--- src/rtl/ysyx_22041207_mem_arbiter_pkg.sv ---
// Shared encodings and default widths for the IF/ME memory-port arbiter.
package ysyx_22041207_mem_arbiter_pkg;

    localparam int AW_DEF            = 64;
    localparam int DW_DEF            = 64;
    localparam int MAX_ME_STREAK_DEF = 4;

    typedef enum logic [1:0] {
        IDLE = 2'd0,
        REQ  = 2'd1,
        RESP = 2'd2
    } arb_state_e;

    localparam logic OWN_IF = 1'b0;
    localparam logic OWN_ME = 1'b1;

endpackage

--- src/rtl/ysyx_22041207_mem_arb_pick.sv ---
// Combinational IF/ME grant selection with the IF starvation counter update.
module ysyx_22041207_mem_arb_pick
    import ysyx_22041207_mem_arbiter_pkg::*;
#(
    parameter int MAX_ME_STREAK = MAX_ME_STREAK_DEF,
    parameter int SW            = $clog2(MAX_ME_STREAK + 1)
) (
    input  logic          idle,
    input  logic          if_req_valid,
    input  logic          if_kill,
    input  logic          me_req_valid,
    input  logic [SW-1:0] streak_q,
    output logic          grant_if,
    output logic          grant_me,
    output logic [SW-1:0] streak_d
);

    logic starve;
    logic if_elig;

    always_comb begin
        starve   = (streak_q == SW'(MAX_ME_STREAK));
        if_elig  = if_req_valid & ~if_kill;
        grant_if = idle & if_elig & (~me_req_valid | starve);
        grant_me = idle & me_req_valid & ~grant_if;
        streak_d = streak_q;
        if (idle) begin
            // A killed IF request still counts as waiting, so the streak keeps growing.
            if (grant_if || !if_req_valid) begin
                streak_d = '0;
            end else if (grant_me && !starve) begin
                streak_d = streak_q + SW'(1);
            end
        end
    end

endmodule

--- src/rtl/ysyx_22041207_mem_arbiter.sv ---
// Shares one memory port between IF and ME; one outstanding transaction, ME priority.
module ysyx_22041207_mem_arbiter
    import ysyx_22041207_mem_arbiter_pkg::*;
#(
    parameter int AW            = AW_DEF,
    parameter int DW            = DW_DEF,
    parameter int MAX_ME_STREAK = MAX_ME_STREAK_DEF
) (
    input  logic            clk,
    input  logic            rst_n,
    input  logic            if_req_valid,
    output logic            if_req_ready,
    input  logic [AW-1:0]   if_req_addr,
    input  logic            if_kill,
    output logic            if_resp_valid,
    output logic [DW-1:0]   if_resp_data,
    input  logic            me_req_valid,
    output logic            me_req_ready,
    input  logic [AW-1:0]   me_req_addr,
    input  logic            me_req_wen,
    input  logic [DW-1:0]   me_req_wdata,
    input  logic [DW/8-1:0] me_req_wmask,
    output logic            me_resp_valid,
    output logic [DW-1:0]   me_resp_data,
    output logic            mem_req_valid,
    input  logic            mem_req_ready,
    output logic [AW-1:0]   mem_req_addr,
    output logic            mem_req_wen,
    output logic [DW-1:0]   mem_req_wdata,
    output logic [DW/8-1:0] mem_req_wmask,
    input  logic            mem_resp_valid,
    input  logic [DW-1:0]   mem_resp_data,
    output logic            busy,
    output logic            owner
);

    localparam int SW = $clog2(MAX_ME_STREAK + 1);
    localparam int MW = DW / 8;

    arb_state_e    state_q, state_d;
    logic          owner_q, owner_d;
    logic          kill_q, kill_d;
    logic [SW-1:0] streak_q, streak_d;
    logic [AW-1:0] addr_q, addr_d;
    logic          wen_q, wen_d;
    logic [DW-1:0] wdata_q, wdata_d;
    logic [MW-1:0] wmask_q, wmask_d;

    logic grant_if, grant_me, resp_fire;

    ysyx_22041207_mem_arb_pick #(
        .MAX_ME_STREAK (MAX_ME_STREAK),
        .SW            (SW)
    ) u_pick (
        .idle         (state_q == IDLE),
        .if_req_valid (if_req_valid),
        .if_kill      (if_kill),
        .me_req_valid (me_req_valid),
        .streak_q     (streak_q),
        .grant_if     (grant_if),
        .grant_me     (grant_me),
        .streak_d     (streak_d)
    );

    always_comb begin
        state_d = state_q;
        owner_d = owner_q;
        kill_d  = kill_q;
        addr_d  = addr_q;
        wen_d   = wen_q;
        wdata_d = wdata_q;
        wmask_d = wmask_q;
        case (state_q)
            IDLE: begin
                if (grant_if) begin
                    state_d = REQ;
                    owner_d = OWN_IF;
                    addr_d  = if_req_addr;
                    wen_d   = 1'b0;
                    wdata_d = '0;
                    wmask_d = '0;
                end else if (grant_me) begin
                    state_d = REQ;
                    owner_d = OWN_ME;
                    addr_d  = me_req_addr;
                    wen_d   = me_req_wen;
                    wdata_d = me_req_wdata;
                    wmask_d = me_req_wmask;
                end
            end
            REQ:     if (mem_req_ready) state_d = RESP;
            RESP:    if (mem_resp_valid) state_d = IDLE;
            default: state_d = IDLE;
        endcase
        // Killed IF transactions still run to completion; only the response is dropped.
        if (state_q != IDLE && owner_q == OWN_IF && if_kill) kill_d = 1'b1;
        if (state_d == IDLE) kill_d = 1'b0;
    end

    always_ff @(posedge clk or negedge rst_n) begin
        if (!rst_n) begin
            state_q  <= IDLE;
            owner_q  <= OWN_IF;
            kill_q   <= 1'b0;
            streak_q <= '0;
            addr_q   <= '0;
            wen_q    <= 1'b0;
            wdata_q  <= '0;
            wmask_q  <= '0;
        end else begin
            state_q  <= state_d;
            owner_q  <= owner_d;
            kill_q   <= kill_d;
            streak_q <= streak_d;
            addr_q   <= addr_d;
            wen_q    <= wen_d;
            wdata_q  <= wdata_d;
            wmask_q  <= wmask_d;
        end
    end

    assign resp_fire     = (state_q == RESP) & mem_resp_valid;
    assign if_req_ready  = grant_if;
    assign me_req_ready  = grant_me;
    assign if_resp_valid = resp_fire & (owner_q == OWN_IF) & ~kill_q & ~if_kill;
    assign me_resp_valid = resp_fire & (owner_q == OWN_ME);
    assign if_resp_data  = if_resp_valid ? mem_resp_data : '0;
    assign me_resp_data  = (me_resp_valid && !wen_q) ? mem_resp_data : '0;
    assign mem_req_valid = (state_q == REQ);
    assign mem_req_addr  = addr_q;
    assign mem_req_wen   = wen_q;
    assign mem_req_wdata = wdata_q;
    assign mem_req_wmask = wmask_q;
    assign busy          = (state_q != IDLE);
    assign owner         = owner_q;

endmodule

--- config.mk ---
export PLATFORM = sky130hd
export DESIGN_NAME = ysyx_22041207_mem_arbiter
export DESIGN_NICKNAME = d
export VERILOG_FILES = /design/src/rtl/ysyx_22041207_mem_arbiter_pkg.sv /design/src/rtl/ysyx_22041207_mem_arb_pick.sv /design/src/rtl/ysyx_22041207_mem_arbiter.sv
export SDC_FILE = /design/constraint.sdc
export NUM_CORES = 1
export LEC_CHECK = 0
export BUFFER_PORTS_ARGS = -buffer_cell sky130_fd_sc_hd__buf_2
export CAP_MARGIN = 5
export CORE_AREA = 5 5 207 209
export DETAILED_ROUTE_END_ITERATION = 10
export DIE_AREA = 0 0 212 214
export PLACE_DENSITY = 0.45
export SYNTH_ARGS = -nofsm -noshare
export SYNTH_HDL_FRONTEND = slang
export SYNTH_SLANG_ARGS = --single-unit
export TNS_END_PERCENT = 50
--- constraint.sdc ---
create_clock -name clk -period 3.9 [get_ports clk]
set_clock_uncertainty 0.05 [all_clocks]
set_input_delay 0.39 -clock clk [delete_from_list [all_inputs] [get_ports clk]]
set_output_delay 0.39 -clock clk [all_outputs]
set_load 0.02 [all_outputs]
Word-level counts from Yosys, hierarchy flattened
Cells that the tools add are included.
Cells by class
  $add $sub $neg: 1
  reduce and logical (&&, ||, !) cells: 16
  eq/ne operators: 3
  bitwise logic cells: 16
  mux-type cells: 21
Operators with widths (count)
  64-bit two-way mux: 6
  8-bit two-way mux: 2
  1-bit bitwise AND: 10
  2-bit two-way mux: 4
  2-bit nonzero test: 4
  1-bit two-way mux: 6
  3-bit two-way mux: 2
  2-bit case mux with 3 select lines: 1
  1-bit NOT: 5
  1-bit logical AND: 4
  2-bit logical NOT: 2
  2-bit AND reduction: 2
  3-bit by 1-bit adder with 3-bit output, second input constant: 1
  3-bit equality test, second input constant: 1
  1-bit logical NOT: 3
  2-bit by 1-bit equality test with 1-bit output, second input constant: 1
  2-bit equality test, second input constant: 1
  1-bit logical OR: 1
  1-bit bitwise OR: 1
Storage, ports and cells
  logic and storage cells: 65
  output and inout port bits: 272
  bits of input ports: 272
  register bits: 144

Logic depth before layout (Yosys ltp)
Gate-level depths: netlist of the first run.
  word-level depth: 11
  depth in mapped cells: 7
  gate-level depth less buffers: 5

By module
Synthesis of the first run repeated with hierarchy kept, for this count alone.
Unflattened totals
  cells, all modules: 800
  area, all modules: 7617.3 µm²
Modules (own cells, without submodules)
  ysyx_22041207_mem_arbiter: sequential area each 3603.5 µm², instances 1, area each 7478.4 µm², cells an instance 778
  ysyx_22041207_mem_arb_pick: sequential area each 0.0 µm², instances 1, area each 138.9 µm², cells an instance 22

Worst setup path after synthesis of the first run
OpenSTA, ideal clock, no wires.
  path type: register to output
  start: reg state_q[0]
  end: out me_resp_data[10]
  data arrival time: 1.747 ns
  path slack: 1.713 ns
  stages on the path, launching flop included: 7
  data required time: 3.460 ns
  buffers on the path: 3
  cell sequence: dfrtp_1 buf_2 and4b_1 nor2b_1 clkbuf_1 clkbuf_1 and2_1
Between the ends
  word-level cells in the longest chain between the ends: 5
Ends and longest elaborated chain
  from (decl): line ysyx_22041207_mem_arbiter.sv:40  | arb_state_e state_q, state_d;
  from (signal assigned): line ysyx_22041207_mem_arbiter.sv:111  | state_q <= state_d;
  2-bit equality test: line ysyx_22041207_mem_arbiter.sv:122  | assign resp_fire = (state_q == RESP) & mem_resp_valid;
  1-bit bitwise AND: line ysyx_22041207_mem_arbiter.sv:122
  1-bit bitwise AND: line ysyx_22041207_mem_arbiter.sv:126  | assign me_resp_valid = resp_fire & (owner_q == OWN_ME);
  net me_resp_valid: line ysyx_22041207_mem_arbiter.sv:23  | output logic me_resp_valid,
  1-bit logical AND: line ysyx_22041207_mem_arbiter.sv:128  | assign me_resp_data = (me_resp_valid && !wen_q) ? mem_resp_data : '0;
  64-bit two-way mux: line ysyx_22041207_mem_arbiter.sv:128
  to (decl): line ysyx_22041207_mem_arbiter.sv:24  | output logic [DW-1:0] me_resp_data,
The timed path passes the listed nets, and every way through them passes these cells.

Final worst setup path of the first run
  start: reg state_q[1]
  end: out if_req_ready
Between the ends
  word-level cells in the longest chain between the ends: 3
Ends and longest elaborated chain
  2-bit logical NOT: line ysyx_22041207_mem_arbiter.sv:55  | .idle (state_q == IDLE),
  1-bit bitwise AND (2 in a row): line ysyx_22041207_mem_arb_pick.sv:24  | grant_if = idle & if_elig & (~me_req_valid | starve);
  to (decl): line ysyx_22041207_mem_arbiter.sv:12  | output logic if_req_ready,
Every way passes these cells.

==> results of run 1 <==
-- per-layer routing --
layer | up-vias | track usage [%] | wire length [um] | part of all wire (%)
met5 | - | 0 | 27 | 0.079
met4 | 4 | 5.75 | 924 | 2.7
met3 | 48 | 4.21 | 2690 | 7.8
met2 | 352 | 25.7 | 17600 | 51
met1 | 3477 | 16.7 | 13200 | 38
li1 | 3363 | - | - | -
-- area by class of cell --
class | count | area, sq um | area share, %
Antenna cell | 5 | 12.5 | 0.114
Clock inverter | 10 | 159 | 1.45
Inverter | 69 | 259 | 2.37
Timing Repair Buffer | 556 | 2840 | 25.9
Multi-Input combinational cell | 368 | 2940 | 26.9
Tap cell | 532 | 666 | 6.09
Clock buffer | 21 | 460 | 4.21
Sequential cell | 144 | 3600 | 32.9
-- stage by stage --
step | cell area (sq um) | std cells
after floorplan | 7110 | 647
after global placement | 10300 | 1668
after detailed placement | 10300 | 1668
after CTS | 10900 | 1700
after global routing | 10900 | 1704
final | 10900 | 1705
-- cell usage in the layout (no fill, tap or decap), types with 3 or more instances in the layout --
master     netlist  routed
a22o_1          73      73
and2_1         129     129
buf_2           13     542
buf_4            0      11
bufinv_16        0       4
clkbuf_16        0      17
clkinv_2         0       3
dfrtp_1        144     144
diode_2          0       5
inv_1           69      69
nand2_1          4       4
nor2_1           3       3
nor2b_1          4       3
o211ai_1        64      64
o21ai_0          4       4
o221a_1         38      38
o221a_2         26      26
-- path summary, 6_finish.rpt --
check	startpoint	endpoint	slack, ns
hold reg to reg	mem_req_wmask[2]	mem_req_wmask[2]	0.44
max in group asynchronous	rst_n	mem_req_addr[23]	2.18
min in group asynchronous	rst_n	mem_req_addr[43]	0.54
hold / removal	mem_req_ready	state_q[0]	0.09
setup reg to reg	state_q[1]	mem_req_addr[35]	1.37
setup / recovery	state_q[1]	if_req_ready	0.95
-- synth_stat cells --
master    instances
and4b_1           1
nand3_1           1
o221a_1          38
and2_1          129
o21ai_0           4
buf_6            11
clkbuf_1         39
mux2i_1           1
nor2b_1           4
or4b_4            1
o221a_2          26
a21oi_1           1
o21ai_1           1
nor4_1            1
nand2_1           4
a21boi_1          1
a22o_1           73
o22ai_1           1
nand3b_1          1
nor3_1            1
o211ai_1         64
inv_1            69
a211oi_1          1
ha_1              2
or2_1             1
o21a_1            4
nor2_1            3
o31ai_1           1
clkbuf_2          1
nor4b_1           1
buf_1             2
nor3b_1           1
buf_2            13
dfrtp_1         144
a32oi_1           1
-- cells by family (layout without fill, tap and decap cells) --
| logic type | count (synthesis) | in the layout |
|---|---|---|
| other cells | 0 | 5 |
| fa+ha+maj | 2 | 2 |
| compound gates | 216 | 216 |
| flops | 144 | 144 |
| buf+inv | 135 | 656 |
| mux | 1 | 1 |
| simple gates | 149 | 149 |
-- worst max-delay path, cell delays in order (launching register included) --
cell and delay, ns:
dfrtp_1 0.49, or4b_4 0.57, or2_2 0.64, inv_1 0.17, buf_2 0.19
-- registers in the layout, summed over array words and instances (netlist names) --
name,flops
streak_q,3
mem_req_wdata,64
state_q,2
mem_req_wen,1
kill_q,1
mem_req_addr,64
mem_req_wmask,8
owner,1
-- power breakdown --
| part | internal, W | leakage (nW) | switching [W] |
|---|---|---|---|
| clock network | 0.00110 | 0.299 | 0.000673 |
| logic | 0.00139 | 3.81 | 0.00223 |
| registers | 0.00218 | 1.71 | 0.000421 |
-- timing repair --
item / 4_1_cts / 5_1_grt
setup buffers: 0 / 0
hold endpoints to repair: 7 / 0
hold buffers: 1 / 0
endpoints found under the setup margin: 0 / 0
==> out/metrics.yaml, run 1 <==
setup_path:
  worstSetupEndpointType: "output pin"
  start_kind: "flop"
  worstSetupPathType: "reg2out"
  cp_max_fo: 39
  critPathRequiredTime_ns: 3.46
  rr_worst_depth: 4
  arrival_ns: 2.51
yosys:
  synth.area.top_cells: "dfrtp_1 51%, and2_1 11%, a22o_1 9.0%, o211ai_1 6.8%, o221a_1 6.0%"
  seq_area_frac_synth_pct: 50.7
  synth.top_cell.area_share_pct: 50.7
  synth-compound-area-share_pct: 27.3
  synth_area_sq_mm: 0.00711
  synth_cell_types: 35
  synth_top_family_by_area: "compound AO/OA/AOI/OAI gates"
  synth_xor_area_share_pct: 0
  synthSimpleGateAreaFrac_pct: 13.1
  ys_ff_latch: 144
  synth_nets: 921
  syn_inst: 647
  synth.mux.area_fraction_pct: 0.141
  yosys.area.top_type: "dfrtp_1"
  yosys_warnings: 0
  synth_fa_ha_area_share_pct: 0.352
  syn_avg_cell_area_sq_um: 11.0
timing:
  rsz0062_at_grt: "no"
  max_clock_freq_mhz: 339
  fin_ws_ns: 0.946
  finalCriticalPeriod_ns: 2.95
  finalCritPeriodShare_pct: 75.7
  report.final.hold_viol_count: 0
  setup-tns-final_ns: 0
  fin_hold_ws_ns: 0.0928
  slew_headroom_pct: 34.3
  worst_pin_slew_ns: 0.985
  finalSetupViolCount: 0
  report.final.slew_viol_count: 0
place:
  dpl.hpwl_um: 26000
  io_buffer_count: 543
  gp_congestion: 0.840
  place_ws_ns: 1.33
die:
  die_area_sq_mm: 0.0454
  start_util_pct: 17.5
  io_pins: 544
  die_height_um: 214
  coreArea_sq_mm: 0.0406
  fp.dieW_um: 212
  placementRows: 74
layout:
  fillers: 4378
  area_delta_synth_final_pct: 53.8
  drive_gt1_share_pct: 53.0
  nets: 1430
  final_util_pct: 26.9
pwr:
  powerDensity_mw_per_mm2: 731
  p_leak_nw: 5.82
  power_w: 0.00800
  peakVddDrop_mv: 0.285
global_routing:
  grt.overflow.total: 0
  grt_pass1_vias: 7796
  antenna_found_initial: 10
  grt_usage_pct: 14.7
  grt_start_max_net_pins: 86
  grt_pass1_wl_um: 50800
clock_tree:
  cts_tree: "done"
  cts_resized: 0
  path_clk_slew_ns: 0.06
  htreeDepth: 4
  clock-root-buffer: "clkbuf_16"
  clock-sinks: 144
  cts_buffers: 17
  worstSkewPairLatency_ns: 0.44
  clockBufferDepth: 2
drt:
  vias: 7244
  drcViolationCount: 0
  totalWireLength_um: 34400
  firstDrtPassIters: 4
  ant_nets: 0
  wl_per_cell_um: 20.2
  vias_per_cell: 4.25
  drt_iter0_markers: 485
min_path:
  hold_depth: 2
  hold_path.class: "in2reg"
outcome:
  status: "finished, final reports clean"
run:
  cap_violations: 0
Power figures use the tool's default switching activity.
==> run 2, diff against run 1 <==
--- a/config.mk
+++ b/config.mk
@@ -5,12 +5,13 @@
 export SDC_FILE = /design/constraint.sdc
 export NUM_CORES = 1
 export LEC_CHECK = 0
+export ABC_AREA = 1
 export BUFFER_PORTS_ARGS = -buffer_cell sky130_fd_sc_hd__buf_2
 export CAP_MARGIN = 5
-export CORE_AREA = 5 5 207 209
+export CORE_AREA = 5 5 208 210
 export DETAILED_ROUTE_END_ITERATION = 10
-export DIE_AREA = 0 0 212 214
-export PLACE_DENSITY = 0.45
+export DIE_AREA = 0 0 213 215
+export PLACE_DENSITY = 0.46
 export SYNTH_ARGS = -nofsm -noshare
 export SYNTH_HDL_FRONTEND = slang
 export SYNTH_SLANG_ARGS = --single-unit
==> constraint.sdc (replaced) <==
create_clock -name clk -period 2.8 [get_ports clk]
set_clock_uncertainty 0.05 [all_clocks]
set_input_delay 0.28 -clock clk [delete_from_list [all_inputs] [get_ports clk]]
set_output_delay 0.28 -clock clk [all_outputs]
set_load 0.02 [all_outputs]
==> run 2 against run 1 <==
Compared with the run above:
- first-iteration DRC count increased by 19%
- power increased by 38%
- critical path depth increased by 3
- non-clock buffer count increased by 74
- combinational power increased by 44%
- die area increased by 0.94%
- sequential share of layout area decreased by 3.1 points
- core utilization increased by 2.3 points
- clock power increased by 31%
- synthesized area increased by 6.8%
- critical path type unchanged
- critical endpoint is now me_resp_data[42]
==> out/metrics.yaml, run 2 <==
setup_path:
  rrSetupSlack_ns: 0.95  # -0.42 ns
  path_cells: "inv_2, nand4_1, inv_1, nand2_2, buf_12, nor2_1, buf_2"
  critPathMaxStageDelay_ns: 0.40  # -0.24 ns
  arrival_ns: 2.01  # -0.50 ns
  worstSetupEndpointType: "output pin"
  crit_buf_inv: 4  # +2
  start_kind: "flop"
  path_delay_family: "buffers and inverters"
  worstSetupPathType: "reg2out"
  cp_slowest_cell: "dfrtp_1"
  cp_max_fo: 42  # +7.7%
  critPathRequiredTime_ns: 2.47  # -0.99 ns
clock_tree:
  worstSkewPairLatency_ns: 0.43  # about the same
  clockBufferDepth: 2  # unchanged
  cts_buffers: 17  # unchanged
  cts_tree: "done"
  cts_setup_buffers: 0  # unchanged
  path_clk_slew_ns: 0.06  # about the same
  htreeDepth: 4  # unchanged
  clock-root-buffer: "clkbuf_16"
  clock-sinks: 144  # unchanged
die:
  placementRows: 75  # +1.4%
  coreArea_sq_mm: 0.0414  # +1.8%
  io_pins: 544  # unchanged
  start_util_pct: 18.4  # +0.86 points
  fp.dieW_um: 213  # +0.47%
  die_height_um: 215  # +0.47%
  die_area_sq_mm: 0.0458  # +0.94%
outcome:
  status: "finished, final reports clean"
drt:
  ant_nets: 0  # unchanged
  vias: 8677  # +20%
  totalWireLength_um: 36100  # +5.0%
  wl_per_cell_um: 16.4  # -19%
  vias_per_cell: 3.94  # -7.3%
  drcViolationCount: 0  # unchanged
  firstDrtPassIters: 5  # +1
  drt_iter0_markers: 575  # +19%
layout:
  area_delta_synth_final_pct: 59.2
  drive_gt1_share_pct: 36.0  # -17 points
  nets: 1924  # +35%
  multiInputGateArea_sq_mm: 0.00307  # +4.5%
  seq_area_sq_mm: 0.00360  # unchanged
  final_cell_mix: "542 x buf_2, 428 x nand2_1, 144 x dfrtp_1"
  layout_commonest_cell: "buf_2"
  fillers: 4629  # +5.7%
pwr:
  power_frac_clock_pct: 20.9  # -1.3 points
  powerDensity_mw_per_mm2: 915  # +25%
  seqPwrFrac_pct: 31.9  # -0.6 points
  switching_share_pct: 44.9  # +3.4 points
  power_w: 0.0111  # +38%
  p_switching_w: 0.00497  # +49%
  peakVddDrop_mv: 0.398  # +39%
  internal_power_w: 0.00609  # +30%
  combPwrFrac_pct: 47.2  # +1.9 points
  p_leak_nw: 7.54  # +30%
timing:
  rsz0062_at_grt: "no"
  finalCriticalPeriod_ns: 2.34
  max_clock_freq_mhz: 428
  worst_pin_slew_ns: 0.745  # -0.240 ns
  finalCritPeriodShare_pct: 83.4
  slew_headroom_pct: 50.3  # +16 points
  report.final.hold_viol_count: 0  # unchanged
  report.final.slew_viol_count: 0  # unchanged
  finalSetupViolCount: 0  # unchanged
  setup-tns-final_ns: 0  # unchanged
global_routing:
  grt_start_max_net_pins: 89  # +3.5%
  grt_usage_pct: 15.1  # +0.45 points
  grt_pass1_wl_um: 53200  # +4.9%
  antenna_found_initial: 4  # -6
  grt_pass1_vias: 8639  # +11%
  grt.overflow.total: 0  # unchanged
min_path:
  hold_path.class: "in2reg"
yosys:
  ys_ff_latch: 144  # unchanged
  synth_edf_count: 0  # unchanged
  synth_area_sq_mm: 0.00760  # +6.8%
  synth_nets: 1338  # +45%
  syn_avg_cell_area_sq_um: 7.14  # -35%
  synth_most_common_cell: "nand2_1"
  yosys.area.top_type: "dfrtp_1"
  async_flop_share_pct: 100  # unchanged
  syn_inst: 1064  # +64%
  seq_area_frac_synth_pct: 47.4  # -3.2 points
  synth_common_cells: "430 x nand2_1, 144 x dfrtp_1, 140 x inv_1"
  synth.area.top_cells: "dfrtp_1 47%, nand2_1 21%, inv_1 6.9%, nor2_1 6.7%, nand3b_1 6.3%"
  synth.top_cell.area_share_pct: 47.4  # -3.2 points
  synth_cell_types: 20  # -43%
  ys.flop_type: "dfrtp_1"
  yosys_warnings: 0  # unchanged
run:
  cap_violations: 0  # unchanged
place:
  dpl.hpwl_um: 27800  # +7.1%
  gp_congestion: 0.944  # +12%
  io_buffer_count: 543  # unchanged
run 2: metrics by stage:
step	hold slack, ns	setup slack, ns	util (%)	cell area (sq um)	std cells
after floorplan	-0.0656	0.841	-	7600	1064
after global placement	0.317	0.938	26.1	10800	2100
after detailed placement	0.318	0.928	26.1	10800	2100
after CTS	0.00202	0.425	29.2	12100	2199
after global routing	0.0359	0.271	29.2	12100	2199
final	0.0442	0.464	29.2	12100	2202
run 2: layout make-up:
cell class                      count  area share (%)
Tap cell                          539            5.58
Sequential cell                   144            29.8
Clock inverter                      6           0.900
Antenna cell                        3          0.0621
Clock buffer                       23            3.87
Inverter                          145            4.50
Timing Repair Buffer              630            29.9
Multi-Input combinational cell    712            25.4
run 2: what timing repair did:
action | 4_1_cts | 5_1_grt
gates resized for setup | 0 | 0
hold buffers | 70 | 0
hold endpoints to repair | 135 | 0
run 2: worst paths after layout:
kind,start,end,cells past startpoint
setup / recovery,state_q[0],me_resp_data[42],7
hold / removal,me_req_wdata[2],mem_req_wdata[2],3
setup reg to reg,streak_q[0],mem_req_wdata[41],10
hold reg to reg,mem_req_wdata[42],mem_req_wdata[42],2
max in group asynchronous,rst_n,mem_req_wdata[61],3
min in group asynchronous,rst_n,mem_req_wmask[4],2
run 2: power by group through the flow:
stage               sequential (W)  clock, W  combinational (W)
finish                     0.00353   0.00231            0.00523
global route               0.00364   0.00249            0.00581
floorplan                  0.00465         0            0.00214
global placement           0.00353         0            0.00526
CTS                        0.00352   0.00241            0.00534
detailed placement         0.00353         0            0.00528
run 2: tightest hold or removal path, stage by stage:
cell and delay [ns]:
buf_2 0.08, nand2_1 0.07, nand2_1 0.06
run 2: metal layers:
metal / global-route usage [%] / vias up / routed length, um
met5: 0 / - / 13
met4: 3.84 / 2 / 612
met3: 4.19 / 30 / 3040
met2: 24.2 / 334 / 16800
met1: 20.2 / 3973 / 15600
li1: - / 4338 / -
run 2: logic make-up (layout without fill, tap and decap cells):
kind of cell    count (synthesis)  in the layout  share of synthesized area (%)
simple gates                  706            706                           39.5
fa+ha+maj                       2              2                          0.329
other cells                     0              3                              0
compound gates                  4              4                          0.280
buf+inv                       208            804                           12.4
flops                         144            144                           47.4
